--- src/rtl/mem_dual_port_arbiter.sv ---
// Two-master arbiter in front of a dual-port word memory (one write port, one
// read port, 1-cycle registered read). Writes and reads are arbitrated
// independently; a same-type conflict is resolved round-robin. Read ownership
// is tagged so each response returns only to the master that issued the read.
module mem_dual_port_arbiter #(
  parameter int unsigned DATA_WIDTH = 32,
  parameter int unsigned ADDR_WIDTH = 32
) (
  input  logic                  clk,
  input  logic                  rst_n,

  input  logic                  m0_req,
  input  logic                  m0_we,
  input  logic [ADDR_WIDTH-1:0] m0_addr,
  input  logic [DATA_WIDTH-1:0] m0_wdata,
  output logic                  m0_gnt,
  output logic                  m0_rvalid,
  output logic [DATA_WIDTH-1:0] m0_rdata,

  input  logic                  m1_req,
  input  logic                  m1_we,
  input  logic [ADDR_WIDTH-1:0] m1_addr,
  input  logic [DATA_WIDTH-1:0] m1_wdata,
  output logic                  m1_gnt,
  output logic                  m1_rvalid,
  output logic [DATA_WIDTH-1:0] m1_rdata,

  output logic                  mem_wen,
  output logic [ADDR_WIDTH-1:0] mem_waddr,
  output logic [DATA_WIDTH-1:0] mem_wdata,
  output logic                  mem_ren,
  output logic [ADDR_WIDTH-1:0] mem_raddr,
  input  logic [DATA_WIDTH-1:0] mem_rdata
);

  logic rr_q, rr_d;                      // index of the master that wins the next conflict
  logic rd_tag_valid_q, rd_tag_valid_d;
  logic rd_tag_owner_q, rd_tag_owner_d;

  logic wr0, wr1, rd0, rd1;
  logic w_conf, r_conf;
  logic w_sel, r_sel;                    // index of the granted writer / reader

  // Grant decision and memory port driving; everything is gated off in reset.
  always_comb begin
    wr0    = m0_req & m0_we;
    wr1    = m1_req & m1_we;
    rd0    = m0_req & ~m0_we;
    rd1    = m1_req & ~m1_we;
    w_conf = wr0 & wr1;
    r_conf = rd0 & rd1;
    // Without a conflict the selected index is simply whichever master asked.
    w_sel  = w_conf ? rr_q : wr1;
    r_sel  = r_conf ? rr_q : rd1;

    m0_gnt = rst_n & ((wr0 & ~w_sel) | (rd0 & ~r_sel));
    m1_gnt = rst_n & ((wr1 & w_sel) | (rd1 & r_sel));

    mem_wen   = rst_n & (wr0 | wr1);
    mem_ren   = rst_n & (rd0 | rd1);
    mem_waddr = '0;
    mem_wdata = '0;
    mem_raddr = '0;
    if (mem_wen) begin
      mem_waddr = w_sel ? m1_addr  : m0_addr;
      mem_wdata = w_sel ? m1_wdata : m0_wdata;
    end
    if (mem_ren) begin
      mem_raddr = r_sel ? m1_addr : m0_addr;
    end
  end

  // Next-state: pointer moves to the loser on a conflict; read tag follows mem_ren.
  always_comb begin
    rr_d           = (w_conf | r_conf) ? ~rr_q : rr_q;
    rd_tag_valid_d = mem_ren;
    rd_tag_owner_d = mem_ren & r_sel;
  end

  // State registers.
  always_ff @(posedge clk or negedge rst_n) begin
    if (!rst_n) begin
      rr_q           <= 1'b0;
      rd_tag_valid_q <= 1'b0;
      rd_tag_owner_q <= 1'b0;
    end else begin
      rr_q           <= rr_d;
      rd_tag_valid_q <= rd_tag_valid_d;
      rd_tag_owner_q <= rd_tag_owner_d;
    end
  end

  // Route the read response to its owner only; the other master sees zero.
  always_comb begin
    m0_rvalid = rd_tag_valid_q & ~rd_tag_owner_q;
    m1_rvalid = rd_tag_valid_q & rd_tag_owner_q;
    m0_rdata  = m0_rvalid ? mem_rdata : '0;
    m1_rdata  = m1_rvalid ? mem_rdata : '0;
  end

endmodule

--- config.mk ---
export PLATFORM = sky130hd
export DESIGN_NAME = mem_dual_port_arbiter
export DESIGN_NICKNAME = d
export VERILOG_FILES = /design/src/rtl/mem_dual_port_arbiter.sv
export SDC_FILE = /design/constraint.sdc
export NUM_CORES = 1
export LEC_CHECK = 0
export ABC_AREA = 1
export CAP_MARGIN = 20
export CORE_AREA = 10 10 120 122
export CTS_CLUSTER_SIZE = 28
export DETAILED_ROUTE_END_ITERATION = 12
export DIE_AREA = 0 0 130 132
export GPL_TIMING_DRIVEN = 0
export PLACE_DENSITY_LB_ADDON = 0.15
export SYNTH_ARGS = -nofsm -noshare
export SYNTH_HDL_FRONTEND = slang
export SYNTH_SLANG_ARGS = --single-unit
--- constraint.sdc ---
create_clock -name clk -period 1.3 [get_ports clk]
set_input_delay 0.195 -clock clk [delete_from_list [all_inputs] [get_ports clk]]
set_output_delay 0.195 -clock clk [all_outputs]
set_load 0.02 [all_outputs]
==> out/qor.yml, run 1 <==
detailed_routing:
  drt_wl_total_um: 20650
  wire_per_inst_um: 19.07
  drt_iter0_drc: 211
  drtPass1Iterations: 4
  via_count: 4969
  vias_per_cell: 4.588
  drc: 0
  drtAntennaViolNets: 0
grt:
  grt_start_max_net_pins: 11
  grt_overflow: 0
  track_usage_pct: 20.77
  grt_pass1_wl_um: 28660
  antenna_found_initial: 0
  grt_pass1_vias: 5257
power:
  pwr-share-clk_pct: 13.7
  p_comb_share_pct: 82.9
  power.total_uw: 3572
  intPower_uw: 2028
  vdd_drop_max_uv: 324.3
  powerDensity_nw_per_um2: 425.4
  switchingPower_uw: 1544
  p_leak_uw: 0.003861
  seq_power_share_pct: 3.3
  p_sw_share_pct: 43.23
synthesis:
  yosysMostFrequentCell: "nor2_1"
  yosys.area.top_type: "nor2_1"
  synth_area_leaders: "nor2_1 (30%), nand2_1 (26%), inv_1 (11%), nand3_1 (6.8%), a21boi_1 (6.2%)"
  synth-edff-count: 0
  synth-seq-area-share_pct: 3.096
  synth_nets: 722
  synth_top_flop_cell: "dfrtp_1"
  ys_ff_latch: 3
  synth_cells: 556
  avgSynthCellArea_um2: 4.361
  ys_top_cells_by_count: "nor2_1 (196), nand2_1 (168), inv_1 (73)"
  yosys_warnings: 0
  synth.top_cell.area_share_pct: 30.34
  synth_area_um2: 2425
  postSynth.asyncResetShare_pct: 100.0
  synth.distinct_cells: 19
clocking:
  path_clk_slew_ps: 30
  clock-sinks: 3
  clk_latency_ps: 220
  numCtsBuffers: 3
  cts_tree: "built"
  htreeDepth: 1
  cts-root-buf: "clkbuf_16"
  cts_buffer_depth: 2
layout:
  final_nets: 1103
  synthToLayoutAreaGrowth_pct: 246.3
  num_antenna_cells: 0
  drive_gt1_share_pct: 52.78
critical_path:
  critPathRequiredTime_ps: 1110
  path_common_cell: "buf_6"
  startpoint_type: "flop"
  arrival_ps: 1580
  slowest_stage: "dfrtp_1"
  cp_max_fo: 5
  crit_chain: "inv_2 -> nand3_2 -> nand2_4 -> buf_8 -> buf_6 -> clkbuf_16 -> nor2_1 -> nor2_2 -> buf_6"
  crit_path_end_kind: "output pin"
  slowest_delay_ps: 390
  worstSetupPathType: "reg2out"
timing:
  clock_skew_ps: 0.04212
  report.final.slew_viol_count: 0
  slew_headroom_pct: 80.34
  holdWs_ps: 284.2
  rsz0062_at_grt: "true"
  layout_min_cycle_time_ps: 1772
  setup_violations: 162
  final_hold_viol_count: 0
  tightest_slew_ps: 294.9
  max_freq_mhz: 564.2
  fin_crit_sh_pct: 136.3
  worst_slack_ps: -472.5
floorplanning:
  core-area_um2: 11910
  rows: 40
  die_area_um2: 17160
  io_pins: 332
  dieWidth_um: 130
  fp.dieH_um: 132
  start_util_pct: 20.36
place:
  hpwlAfterDp_um: 15930
  portBuffers: 331
  gp_congestion: 0.8434
worst_hold_path:
  hp-class: "in2reg"
flow_run:
  maxCapViolCount: 0
run_status:
  status: "complete, but fails checks"
  violations: "negative setup slack"
==> final cells by class <==
class	instances	area (µm²)
multi-input cells	441	3231
repair buffers	378	4029
inverters	74	292.8
fillers	948	3515
well taps	147	183.9
flip-flops and latches	3	76.32
plain buffers	36	505.5
clock buffers	4	78.83
==> layout by cell type (no fill, tap or decap), types with 15 or more instances in the layout <==
cell             instances
nor2_1                  55
nand2_4                 18
inv_1                   66
clkdlybuf4s50_1        160
nor2_4                  81
a21boi_4                25
nand3_2                 18
clkbuf_16               17
nand2_1                137
nand3_1                 15
buf_4                   50
buf_6                  161
nor2_2                  60
==> kinds of logic after synthesis <==
group                  after synthesis  share of synthesized area (%)
DFF                                  3                          3.096
AOI/OAI and AO/OA                   40                          12.07
buffers and inverters              113                          20.74
and+or+nand+nor                    400                          64.09
==> worst max-delay path: cells and delay by family (launching register included) <==
family        cells  cell delay [ps]
simple gates      4              330
flops             1              390
buf+inv           5              630
==> path summary, 6_finish.rpt <==
path | startpoint | to | slack (ps) | depth (start not counted)
hold reg to reg | rr_q$_DFFE_PN0P_ | rr_q$_DFFE_PN0P_ | 560 | 2
min in group asynchronous | rst_n | rr_q$_DFFE_PN0P_ | 360 | 2
setup / recovery | rr_q$_DFFE_PN0P_ | mem_raddr[3] | -470 | 9
hold / removal | rst_n | rd_tag_owner_q$_DFF_PN0_ | 280 | 3
max in group asynchronous | rst_n | rd_tag_owner_q$_DFF_PN0_ | 780 | 2
setup reg to reg | rr_q$_DFFE_PN0P_ | rd_tag_owner_q$_DFF_PN0_ | 70 | 7
==> power groups by stage <==
stage / combinational [µW] / sequential [µW] / clock (µW)
final: 2960 / 119 / 490
after global routing: 3150 / 119 / 505
after CTS: 2710 / 117 / 496
after detailed placement: 2370 / 117 / 0
after global placement: 2330 / 117 / 0
after floorplan: 1220 / 115 / 0
==> layer usage <==
metal / vias to the layer above / track usage, % / part of all wire (%)
li1: 2410 / - / -
met1: 2304 / 18.70 / 32
met2: 219 / 41.92 / 56
met3: 36 / 6.275 / 9.0
met4: 0 / 6.250 / 3.3
met5: - / 0 / 0
==> per-stage QoR <==
step / area (µm²) / setup WS [ps] / std cells / utilization [%] / setup TNS [ps]
finish: 8397 / -472.5 / 1083 / 70.49 / -54210
global route: 8397 / -541.8 / 1083 / 70.49 / -61960
CTS: 7477 / -461.6 / 1068 / 62.77 / -51210
detailed placement: 6771 / -1330 / 1034 / 56.85 / -151420
global placement: 6771 / -1294 / 1034 / 56.85 / -146180
floorplan: 3274 / -50.52 / 556 / - / -2688
==> state kept, by name, indices dropped and copies added, names as in the netlist <==
name	flops
rd_tag_owner_q	1
rd_tag_valid_q	1
rr_q	1
==> repair_timing <==
action                                  in CTS  in global routing
resized for setup                         1053                202
endpoints found under the setup margin     168                166
hold buffers                                 1                  0
pin swaps                                   13                 22
endpoints found under the hold margin        3                  0
buffers inserted                            23                  9
gates cloned                                 6                  9
No activity file was read; power rests on OpenSTA's default activity.
==> inputs of run 2 (changes only) <==
--- a/config.mk
+++ b/config.mk
@@ -12,7 +12,7 @@
 export DETAILED_ROUTE_END_ITERATION = 12
 export DIE_AREA = 0 0 130 132
 export GPL_TIMING_DRIVEN = 0
-export PLACE_DENSITY_LB_ADDON = 0.15
+export PLACE_DENSITY = 0.71
 export SYNTH_ARGS = -nofsm -noshare
 export SYNTH_HDL_FRONTEND = slang
 export SYNTH_SLANG_ARGS = --single-unit
==> out/qor.yml, run 2 (synthesis gave the netlist of run 1 again) <==
run_status:
  status: "complete, but fails checks"  # unchanged
  violations: "negative setup slack"  # unchanged
timing:
  max_freq_mhz: 562.0  # was 564.2 MHz
  worst_slack_ps: -479.3  # was -472.5 ps
  slew_headroom_pct: 80.64  # was 80.34%
  setup_tns_ps: -54030  # was -54210 ps
  tightest_slew_ps: 290.0  # was 294.9 ps
  clock_skew_ps: 3.633  # was 0.04212 ps
  final_hold_viol_count: 0  # unchanged
  setup_violations: 165  # was 162
  layout_min_cycle_time_ps: 1779  # was 1772 ps
  rsz0062_at_grt: "true"  # unchanged
  report.final.slew_viol_count: 0  # unchanged
  fin_crit_sh_pct: 136.9  # was 136.3%
layout:
  drive_gt1_share_pct: 48.72  # was 52.78%
  synthToLayoutAreaGrowth_pct: 233.3  # was 246.3%
  largestRegisters: "rd_tag_owner_q: 1 flops, rd_tag_valid_q: 1 flops, rr_q: 1 flops"  # unchanged
  finalInstanceArea_um2: 8082  # was 8397 µm²
  final_common_cell: "clkdlybuf4s50_1"  # was buf_6
  num_antenna_cells: 0  # unchanged
  fillCellCount: 1020  # was 948
  multi_input_area_um2: 2968  # was 3231 µm²
  final_nets: 1107  # was 1103
  seqCellArea_um2: 77.57  # was 76.32 µm²
  final_cell_mix: "clkdlybuf4s50_1 (160), nand2_1 (139), buf_6 (123)"  # was buf_6 (161), clkdlybuf4s50_1 (160), nand2_1 (137)
power:
  powerDensity_nw_per_um2: 434.3  # was 425.4 nW/µm²
  vdd_drop_max_uv: 272.6  # was 324.3 µV
  power.total_uw: 3509  # was 3572 µW
  p_leak_uw: 0.003885  # was 0.003861 µW
detailed_routing:
  drt_wl_total_um: 19720  # was 20650 µm
  drtPass1Iterations: 4  # unchanged
  drtAntennaViolNets: 0  # unchanged
  top_layer_used: "met4"  # unchanged
  wire_per_inst_um: 18.14  # was 19.07 µm
  vias_per_cell: 4.483  # was 4.588
  wl_met2_um: 10470  # was 11570 µm
  wl_met3_um: 2075  # was 1858 µm
  via_count: 4873  # was 4969
  met1_length_um: 6918  # was 6548 µm
  drc: 0  # unchanged
  drt_iter0_drc: 200  # was 211
clocking:
  htreeDepth: 1  # unchanged
  cts_buffer_depth: 2  # unchanged
  numCtsBuffers: 3  # unchanged
  cts_tree: "built"  # unchanged
  clk_latency_ps: 220  # about the same
  path_clk_slew_ps: 30  # about the same
  clock-sinks: 3  # unchanged
  cts-root-buf: "clkbuf_16"  # unchanged
grt:
  grt_pass1_wl_um: 26000  # was 28660 µm
  grt_overflow: 0  # unchanged
  antenna_found_initial: 0  # unchanged
  grt_start_max_net_pins: 12  # was 11
  track_usage_pct: 19.04  # was 20.77%
  grt_pass1_vias: 4615  # was 5257
flow_run:
  maxCapViolCount: 0  # unchanged
critical_path:
  slowest_stage: "dfrtp_1"  # unchanged
  arrival_ps: 1580  # about the same
  startpoint_type: "flop"  # unchanged
  critPathRequiredTime_ps: 1110  # about the same
  crit_chain: "inv_2 -> nand3_2 -> nand2_4 -> buf_12 -> clkbuf_16 -> nand2_1 -> nand2_2 -> nor2_4 -> buf_4"  # was inv_2 -> nand3_2 -> nand2_4 -> buf_8 -> buf_6 -> clkbuf_16 -> nor2_1 -> nor2_2 -> buf_6
  worstSetupPathType: "reg2out"  # unchanged
  slowest_delay_ps: 380  # was 390 ps
  crit_path_end_kind: "output pin"  # unchanged
  cp_max_fo: 5  # unchanged
place:
  gp_congestion: 0.8543  # was 0.8434
  portBuffers: 331  # unchanged
  place_area_um2: 6771  # unchanged
  hpwlAfterDp_um: 15130  # was 15930 µm
floorplanning:
  fp.dieH_um: 132  # unchanged
  die_area_um2: 17160  # unchanged
  io_pins: 332  # unchanged
  dieWidth_um: 130  # unchanged
  start_util_pct: 20.36  # unchanged
  core-area_um2: 11910  # unchanged
  rows: 40  # unchanged
worst_hold_path:
  hp-class: "in2reg"  # unchanged
## run 2: critical path, delay by kind of cell, from the launching register on
family | cells | cell delay, ps
buffers and inverters | 4 | 560
DFF | 1 | 380
and+or+nand+nor | 5 | 420
## run 2: per-layer routing
layer	vias to the layer above	track usage [%]
met5	-	0
met4	0	2.938
met3	16	7.603
met2	218	35.75
met1	2218	19.31
li1	2421	-
## run 2: layout make-up
cell class	count	area share [%]
multi-input combinational	442	36.72
sequential	3	0.9599
buffer	39	6.797
tap	147	2.276
inverter	74	3.654
timing repair buffer	378	48.61
clock buffer	4	0.9754
## run 2: report_power, final
| part | leakage (µW) | internal (µW) | switching [µW] |
|---|---|---|---|
| registers | 0.0000359 | 108 | 12.5 |
| logic | 0.00381 | 1520 | 1380 |
| clock network | 0.0000382 | 404 | 76.4 |
## run 2: timing repair
item | CTS | global route
endpoints found under the hold margin | 3 | 0
endpoints found under the setup margin | 168 | 166
resized for setup | 682 | 405
buffers inserted | 6 | 24
hold buffers | 1 | 0
gates cloned | 3 | 16
pin swaps | 4 | 7
## run 2: metrics by stage
stage / util [%] / cells / setup WS, ps / hold WS, ps
5_1_grt: 67.85 / 1087 / -548.5 / 314.1
6_report: 67.85 / 1087 / -479.3 / 299.4
2_1_floorplan: - / 556 / -50.52 / -100.6
3_3_place_gp: 56.85 / 1034 / -1311 / 397.7
3_5_place_dp: 56.85 / 1034 / -1326 / 405.1
4_1_cts: 58.90 / 1048 / -467.4 / 431.3
## run 2: worst paths after layout
| path | startpoint | slack (ps) | end | cells past startpoint |
|---|---|---|---|---|
| max | rr_q$_DFFE_PN0P_ | -480 | mem_raddr[23] | 9 |
| min | rst_n | 300 | rd_tag_owner_q$_DFF_PN0_ | 3 |
| max reg2reg | rr_q$_DFFE_PN0P_ | -10 | rd_tag_owner_q$_DFF_PN0_ | 7 |
| min reg2reg | rr_q$_DFFE_PN0P_ | 550 | rr_q$_DFFE_PN0P_ | 2 |
| max in group asynchronous | rst_n | 770 | rd_tag_valid_q$_DFF_PN0_ | 2 |
| min in group asynchronous | rst_n | 370 | rr_q$_DFFE_PN0P_ | 2 |
